--- config.mk ---
export PLATFORM = sky130hd
export DESIGN_NAME = if_stage
export DESIGN_NICKNAME = d
export VERILOG_FILES = /design/src/rtl/if_stage_pkg.sv /design/src/rtl/fetch_skid_buf.sv /design/src/rtl/if_stage.sv
export SDC_FILE = /design/constraint.sdc
export NUM_CORES = 1
export LEC_CHECK = 0
export ABC_AREA = 1
export CAP_MARGIN = 10
export CORE_AREA = 2 2 162 125
export CTS_CLUSTER_DIAMETER = 120
export DETAILED_ROUTE_END_ITERATION = 7
export DIE_AREA = 0 0 164 127
export GPL_TIMING_DRIVEN = 0
export HOLD_SLACK_MARGIN = 0.1
export PLACE_DENSITY = 0.8
export SLEW_MARGIN = 30
export SYNTH_ARGS = -nofsm -noshare
export SYNTH_HDL_FRONTEND = slang
export SYNTH_SLANG_ARGS = --single-unit
--- constraint.sdc ---
create_clock -name clk -period 4.84 [get_ports clk]
set_clock_uncertainty 0.1 [all_clocks]
set_input_delay 0.968 -clock clk [delete_from_list [all_inputs] [get_ports clk]]
set_output_delay 0.968 -clock clk [all_outputs]
set_load 0.01 [all_outputs]
--- src/rtl/if_stage_pkg.sv ---
// Shared pipeline types for the fetch/decode boundary.
//   id_pipe_t  : {instr, pc_plus4} payload handed from IF to ID
//   if_state_t : fetch FSM states
//   NOP_INSTR  : all-zero word (sll $0,$0,0), used for ID bubbles
package if_stage_pkg;

  typedef struct packed {
    logic [31:0] instr;
    logic [31:0] pc_plus4;
  } id_pipe_t;

  typedef enum logic [1:0] {
    S_REQ  = 2'd0,
    S_WAIT = 2'd1,
    S_FULL = 2'd2
  } if_state_t;

  localparam logic [31:0] NOP_INSTR = 32'h0;
  localparam id_pipe_t    ID_BUBBLE = '{instr: NOP_INSTR, pc_plus4: 32'h0};

endpackage

--- src/rtl/fetch_skid_buf.sv ---
// One-entry holding register for a fetched instruction that arrived while
// decode was stalled.
//   clk, rst_n : clock, synchronous active-low reset (empties the buffer)
//   load       : capture din
//   drop       : empty the buffer (either delivered or discarded)
//   din        : {instr, pc_plus4} to capture
//   full       : buffer holds an entry
//   dout       : buffered entry
module fetch_skid_buf
  import if_stage_pkg::*;
(
  input  logic     clk,
  input  logic     rst_n,
  input  logic     load,
  input  logic     drop,
  input  id_pipe_t din,
  output logic     full,
  output id_pipe_t dout
);

  always_ff @(posedge clk) begin
    if (!rst_n) begin
      full <= 1'b0;
      dout <= ID_BUBBLE;
    end else if (drop) begin
      full <= 1'b0;
    end else if (load) begin
      full <= 1'b1;
      dout <= din;
    end
  end

endmodule

--- src/rtl/if_stage.sv ---
// Instruction-fetch stage: owns the PC, issues one-outstanding word requests
// over a req/gnt/rvalid handshake and registers the result into the ID pipe.
//   RESET_PC        : PC loaded on reset
//   clk, rst_n      : clock, synchronous active-low reset
//   redirect_i      : taken branch/jump; redirect_pc_i is the new PC
//   stall_i         : hold the ID register
//   flush_i         : bubble the ID register
//   imem_req_o      : fetch request (combinational), imem_addr_o = pc
//   imem_gnt_i      : request accepted this cycle
//   imem_rvalid_i   : response valid, imem_rdata_i is the instruction word
//   id_pipe_o       : registered {instr, pc_plus4} to decode
//   id_valid_o      : id_pipe_o holds a real instruction
module if_stage
  import if_stage_pkg::*;
#(
  parameter logic [31:0] RESET_PC = 32'h0040_0000
) (
  input  logic        clk,
  input  logic        rst_n,
  input  logic        redirect_i,
  input  logic [31:0] redirect_pc_i,
  input  logic        stall_i,
  input  logic        flush_i,
  output logic        imem_req_o,
  output logic [31:0] imem_addr_o,
  input  logic        imem_gnt_i,
  input  logic        imem_rvalid_i,
  input  logic [31:0] imem_rdata_i,
  output id_pipe_t    id_pipe_o,
  output logic        id_valid_o
);

  if_state_t   state;
  logic [31:0] pc;
  logic [31:0] pc_req;
  logic        kill;

  logic        grant;
  logic        rsp_live;     // response in S_WAIT that is neither killed nor redirected
  logic        deliver;
  id_pipe_t    deliver_data;
  logic        skid_load;
  logic        skid_drop;
  logic        skid_full;
  id_pipe_t    skid_q;
  id_pipe_t    rsp_data;

  always_comb begin
    imem_req_o = 1'b0;
    if (rst_n && !redirect_i) begin
      unique case (state)
        S_REQ:   imem_req_o = 1'b1;
        S_WAIT:  imem_req_o = imem_rvalid_i && !kill && !stall_i;
        default: imem_req_o = 1'b0;
      endcase
    end
  end

  assign imem_addr_o = pc;
  assign grant       = imem_req_o && imem_gnt_i;

  assign rsp_live  = (state == S_WAIT) && imem_rvalid_i && !kill && !redirect_i;
  assign rsp_data  = '{instr: imem_rdata_i, pc_plus4: pc_req + 32'd4};
  assign skid_load = rsp_live && stall_i;
  assign skid_drop = skid_full && (redirect_i || !stall_i);

  always_comb begin
    deliver      = 1'b0;
    deliver_data = rsp_data;
    if (skid_full) begin
      deliver      = !redirect_i && !stall_i;
      deliver_data = skid_q;
    end else if (rsp_live) begin
      deliver      = !stall_i;
    end
  end

  fetch_skid_buf u_skid (
    .clk   (clk),
    .rst_n (rst_n),
    .load  (skid_load),
    .drop  (skid_drop),
    .din   (rsp_data),
    .full  (skid_full),
    .dout  (skid_q)
  );

  // PC update is hoisted out of the per-state branches: every state loads the
  // redirect target, and a grant (which implies no redirect) always advances.
  always_ff @(posedge clk) begin
    if (!rst_n) begin
      state  <= S_REQ;
      pc     <= RESET_PC;
      pc_req <= RESET_PC;
      kill   <= 1'b0;
    end else begin
      if (redirect_i) begin
        pc <= redirect_pc_i;
      end else if (grant) begin
        pc_req <= pc;
        pc     <= pc + 32'd4;
      end
      unique case (state)
        S_REQ: begin
          if (grant) state <= S_WAIT;
        end
        S_WAIT: begin
          if (!imem_rvalid_i) begin
            if (redirect_i) kill <= 1'b1;
          end else if (kill) begin
            kill  <= 1'b0;
            state <= S_REQ;
          end else if (redirect_i) begin
            state <= S_REQ;
          end else if (!stall_i) begin
            state <= grant ? S_WAIT : S_REQ;
          end else begin
            state <= S_FULL;
          end
        end
        S_FULL: begin
          if (redirect_i || !stall_i) state <= S_REQ;
        end
        default: state <= S_REQ;
      endcase
    end
  end

  always_ff @(posedge clk) begin
    if (!rst_n) begin
      id_pipe_o  <= ID_BUBBLE;
      id_valid_o <= 1'b0;
    end else if (flush_i) begin
      id_pipe_o  <= ID_BUBBLE;
      id_valid_o <= 1'b0;
    end else if (!stall_i) begin
      id_pipe_o  <= deliver ? deliver_data : ID_BUBBLE;
      id_valid_o <= deliver;
    end
  end

endmodule

# Word level (Yosys, flattened, before mapping)
# Cells that the tools add are included.
# totals
inputBits	71
ram_bits	0
mem_count	0
register_bits	197
elab_cells	61
latch_bits	0
out_inout_bits	98
romBits	0
# classes
bitwise	3
add_sub_neg	2
div_mod_pow	0
shift	0
n_eq_ne	5
multipliers	0
n_mux	18
n_lt_le_gt_ge	0
reduce_logical	23
# ops
cell	n
2-to-1 mux 64 bit	2
adder 32 x 3 -> 32 bit (second input constant)	2
2-to-1 mux 32 bit	2
2-to-1 mux 2 bit	6
logical AND 1 bit	10
2-to-1 mux 1 bit	6
inequality test 2 bit (second input constant)	3
one-hot mux 2 bit (3 select lines)	1
AND reduction 2 bit	3
nonzero test 2 bit	2
OR reduction 2 bit	2
zero test 1 bit	3
NOT 1 bit	3
AND reduction 3 bit	1
equality test 2 x 1 -> 1 bit (second input constant)	1
equality test 2 bit (second input constant)	1
zero test 2 bit	1
one-hot mux 1 bit (2 select lines)	1
logical OR 1 bit	1

# Longest topological paths before layout
# Gate-level depths: netlist of the first run.
# logic_depth
depth_word	12
mapped_depth	11
ltp_nobuf	11

# Cells and area by module
# Synthesis of the first run repeated with hierarchy kept, for this count alone.
# hier_totals
cells_unflattened	1648
area_unflattened_um2	10288.6
# modules_own_cells
module	area_each_um2	n_inst	cells_each	seq_area_each_um2
if_stage	7519.7	1	1232	2642.5
fetch_skid_buf	2768.9	1	416	1301.2

# Worst setup path after synthesis of the first run
# No wires, ideal clock.
# synth_timing
path_kind	input-to-output
start	input stall_i
end	output imem_req_o
slack_ps	2416
path_buffers	0
required_ps	3772
arrival_ps	1356
path_stages	5
cell_sequence	inv_2 nand3_1 a21oi_2 nand2_1 inv_1
# synth_between
elab_chain_cells	4
# synth_lines
element	line	rtl
start, declared	if_stage.sv:22	input logic stall_i,
zero test 1 bit	n/a	
logical AND 1 bit	if_stage.sv:53	S_WAIT: imem_req_o = imem_rvalid_i && !kill && !stall_i;
one-hot mux 1 bit (2 select lines)	if_stage.sv:51	unique case (state)
2-to-1 mux 1 bit	if_stage.sv:50	if (rst_n && !redirect_i) begin
end, declared	if_stage.sv:24	output logic imem_req_o,
# No other way between the ends.

# Final worst setup path of the first run
# Ends and elaborated chain as after synthesis.

==> results.txt, run 1 <==
The run finished with clean final reports. At the later pin of the worst-skew pair, clock insertion delay measures 0.45 ns. The global-route wire length before repair is 49.0 mm.

The initial antenna violation count is 0. STA classifies the critical path endpoint as an output pin. The cell sitting at the root of the clock tree is a clkbuf_16. After detailed routing, the average wire length per cell comes to 16.3 um.

Entering global routing, the biggest net connects 23 pins. Dividing total power by cell area gives a power density of 289 nW/um2. For the final routed database, the setup TNS stands at 0 ns.

The per-cell via count in the routed design works out to 5.34. The global routing usage on met2 is 0.440, and the critical path's largest stage delay is 0.55 ns. The buffer levels on the longest clock path is 2, and the maximum vdd drop is 232 uV.

Data arrives at the worst endpoint at 2.57 ns. The number of nets with antenna violations after detailed routing was 0. STA puts the critical path data required time at 3.77 ns. met1 is the most crowded layer.

For this design the static power due to leakage is 4.74 nW. The floorplan has 44 rows. The number of buffer cells added on primary ports came out at 168. For this block, the initial DRC count from the detailed router was 1050.

Leaving out fill and tap cells, the most frequent cell in the layout is nand2_1. The tightest hold path in the finished design has a slack of 0.363 ns. Once the clock tree was built, the setup fixing pass inserted 0 buffers. Y dimension of the die: 127 um. The synthesized-area fraction occupied by adder cells came out at 0.00264.

The top cell types in the final layout, fill and taps aside, are 474 x nand2_1, 197 x dfxtp_1, 176 x nor2_1. Together, buffers and inverters on the worst path number 4. Broken down by cell family, the worst path's largest delay share belongs to buffers and inverters. The congestion estimate from routability-driven global placement came to 0.957.

The largest individual stage delay along the critical path comes from the cell clkdlybuf4s50_1. The fraction of synthesized cell area in xor and xnor cells was 0.0250. The width of the chip came out at 164 um. The worst path needs 3.64 ns of the cycle, external delays included. The core area came out at 19100 um2. Portion of netlist area occupied by mux cells: 0. After synthesis, the largest family of logic cells by area is simple AND/OR/NAND/NOR gates.

The tools report the type of element launching the critical path as an input pin. After clock tree synthesis, the clock-pin slew on the worst setup and hold paths is 0.08 ns. Setup violations remaining at the end of the flow were counted as 0. The complex-gate fraction of the synthesized area came out at 0.169. Once the clock tree was built, the resizer swapped 0 gates to a different size. The maximum fanout along the worst path is 4. Max-cap violations in this run came to 0.

Setup repair after global routing left no endpoint under its margin. The DRC violation count after routing is 0, and the post-synthesis register bit count is 197. The number of distinct library cell variants in the gate-level netlist after synthesis was 31; the signed area change from the synthesized netlist to the final layout was 27.6%. The tools report the met1 global-route usage as 0.456.

The layout cell share with drive strength beyond 1 was 0.0514. The number of H-tree levels was 4; the number of nets in the final layout was 1714. The number of global-route vias before repair was 9185; the global-route track usage on met3 was 0.0614. The floorplan step defined a die boundary enclosing 20800 um2. The repair_antennas step left the layout with diodes totalling 0. The synthesized-area fraction occupied by and/or/nand/nor cells was 0.305. For this block, the routed nets add up to 31.1 mm of wire.

The number of hold-slack violations in the final timing report is 0, and the number of optimization iterations in the first detailed-route pass is 7. The run gives 17 as the number of buffers added by the clock tree synthesis step. The library cell appearing most often on the critical path is clkdlybuf4s50_1. Walking the worst path, the cells encountered are clkdlybuf4s50_1 -> inv_2 -> nand3_1 -> a21oi_2 -> nand2_1 -> inv_1 -> clkdlybuf4s50_1. The synthesized netlist occupies a cell area of 9480 um2. 169 I/O pins were placed. The portion of the post-synthesis area used by sequential elements came out at 0.416. For the max-slew violation total from the final report, the log shows 0. TritonCTS built the clock tree. The initial standard-cell utilization of the core is 0.496, and the post-synthesis area per instance is 6.52 um2. The worst max-slew margin expressed relative to the limit is 0.526, and the final HPWL from detailed placement is 23.7 mm.

For the synthesized netlist cell count, the log shows 1454. The clock net in this run drives a total of 197 sinks. The routed layout has 10200 vias. The upper clock frequency limit was 275 MHz; the slew at the pin closest to its max-slew limit was 0.711 ns. The type of the tightest min-delay check was register to register. The critical path class was input pin to output pin.

The total of warnings raised by yosys came out at 0. The global-route total usage across every layer came out at 0.301. When the netlist entered floorplanning its net count stood at 1527. For this design, the CTS-stage hold fixing added 0 buffers.

After global routing the overflow that remains totals 0. The final period utilization came out at 0.752.
## cell families after synthesis
kind of cell,Yosys count
flops,197
compound gates,314
fa+ha+maj,2
buf+inv,185
simple gates,729
xor+xnor,27
## worst min-delay path, stage by stage, from the launching register on
cell and delay, ns:
dfxtp_1 0.32, nand2_1 0.05, a21oi_1 0.05
## cells in the mapped netlist, drive strengths merged
library cell | instances | area, um2
or2 | 1 | 6.26
xor2 | 23 | 201
o21ai | 133 | 669
nand4 | 3 | 18.8
ha | 2 | 25.0
nor2 | 184 | 711
a21boi | 1 | 7.51
nand3b | 10 | 75.1
xnor2 | 4 | 35.0
a21oi | 173 | 870
buf | 34 | 208
a31o | 1 | 8.76
nand3 | 53 | 270
nor3 | 2 | 21.3
nand2 | 476 | 1790
o211ai | 6 | 45.0
inv | 105 | 394
dfxtp | 197 | 3940
clkbuf | 46 | 174
## final cells by class
cell class                 count  area (um2)
fill                        1771        7010
multi-input combinational   1072        4760
sequential                   197        3940
timing repair buffer         168        1680
clock buffer                  17         425
inverter                     105         394
buffer                        80         382
tap                          253         317
clock inverter                15         194
## report_power, final
part | internal (W) | total, W | leakage [nW] | switching [W]
registers | 0.00165 | 0.00170 | 1.60 | 0.0000473
logic | 0.000142 | 0.000325 | 2.85 | 0.000182
clock network | 0.000711 | 0.00147 | 0.300 | 0.000756
## registers in the layout, summed over array words and instances (netlist names)
signal       count
state            2
id_pipe_o       64
id_valid_o       1
pc_req          32
u_skid.dout     64
kill             1
imem_addr_o     32
u_skid.full      1
## worst paths after layout
kind / from / end / slack, ns / cells after the start
setup / recovery: stall_i / imem_req_o / 1.20 / 7
hold / removal: id_pipe_o[37] / id_pipe_o[37] / 0.36 / 2
setup reg to reg: pc_req[3] / id_pipe_o[10] / 2.62 / 7
hold reg to reg: id_pipe_o[37] / id_pipe_o[37] / 0.36 / 2
## layer usage
layer / wire (um) / share of wire
met2: 13000 / 0.42
met1: 14800 / 0.48
met3: 3030 / 0.097
met5: 0 / 0
met4: 332 / 0.011
## per-stage QoR
stage / cells / area (um2) / utilization / worst slack [ns] / total power (W)
after detailed placement: 1875 / 11500 / 0.601 / 1.21 / 0.00206
after CTS: 1907 / 12100 / 0.633 / 1.20 / 0.00349
final: 1907 / 12100 / 0.633 / 1.20 / 0.00349
after global routing: 1907 / 12100 / 0.633 / 1.16 / 0.00361
after floorplan: 1454 / 9480 / - / 2.42 / 0.00189
after global placement: 1875 / 11500 / 0.601 / 1.19 / 0.00205
Power figures use the tool's default switching activity.
==> run 2, diff against run 1 <==
==> constraint.sdc (replaced) <==
create_clock -name clk -period 3.71 [get_ports clk]
set_clock_uncertainty 0.1 [all_clocks]
set_input_delay 0.742 -clock clk [delete_from_list [all_inputs] [get_ports clk]]
set_output_delay 0.742 -clock clk [all_outputs]
set_load 0.01 [all_outputs]
==> results of run 2 <==
Same layout as run 1 (identical final DEF). Status: finished clean.
Among the figures that moved: setup slack after placement 1.21 ns -> 0.533 ns; setup slack after layout 1.20 ns -> 0.524 ns; register-to-register setup slack 2.62 ns -> 1.49 ns; total power 0.00349 W -> 0.00456 W; worst IR drop on VDD 232 uV -> 302 uV
==> run 3, diff against run 2 <==
--- a/config.mk
+++ b/config.mk
@@ -14,6 +14,7 @@
 export GPL_TIMING_DRIVEN = 0
 export HOLD_SLACK_MARGIN = 0.1
 export PLACE_DENSITY = 0.8
+export SETUP_SLACK_MARGIN = 0.5
 export SLEW_MARGIN = 30
 export SYNTH_ARGS = -nofsm -noshare
 export SYNTH_HDL_FRONTEND = slang
==> constraint.sdc (replaced) <==
create_clock -name clk -period 3.71 [get_ports clk]
set_clock_uncertainty 0.1 [all_clocks]
set_input_delay 0.371 -clock clk [delete_from_list [all_inputs] [get_ports clk]]
set_output_delay 0.371 -clock clk [all_outputs]
set_load 0.01 [all_outputs]
==> results of run 3 <==
Same layout as run 1 (identical final DEF). Status: finished clean.
Among the figures that moved: setup slack after layout 1.20 ns -> 1.27 ns; register-to-register setup slack 2.62 ns -> 1.49 ns; total power 0.00349 W -> 0.00456 W; worst IR drop on VDD 232 uV -> 302 uV
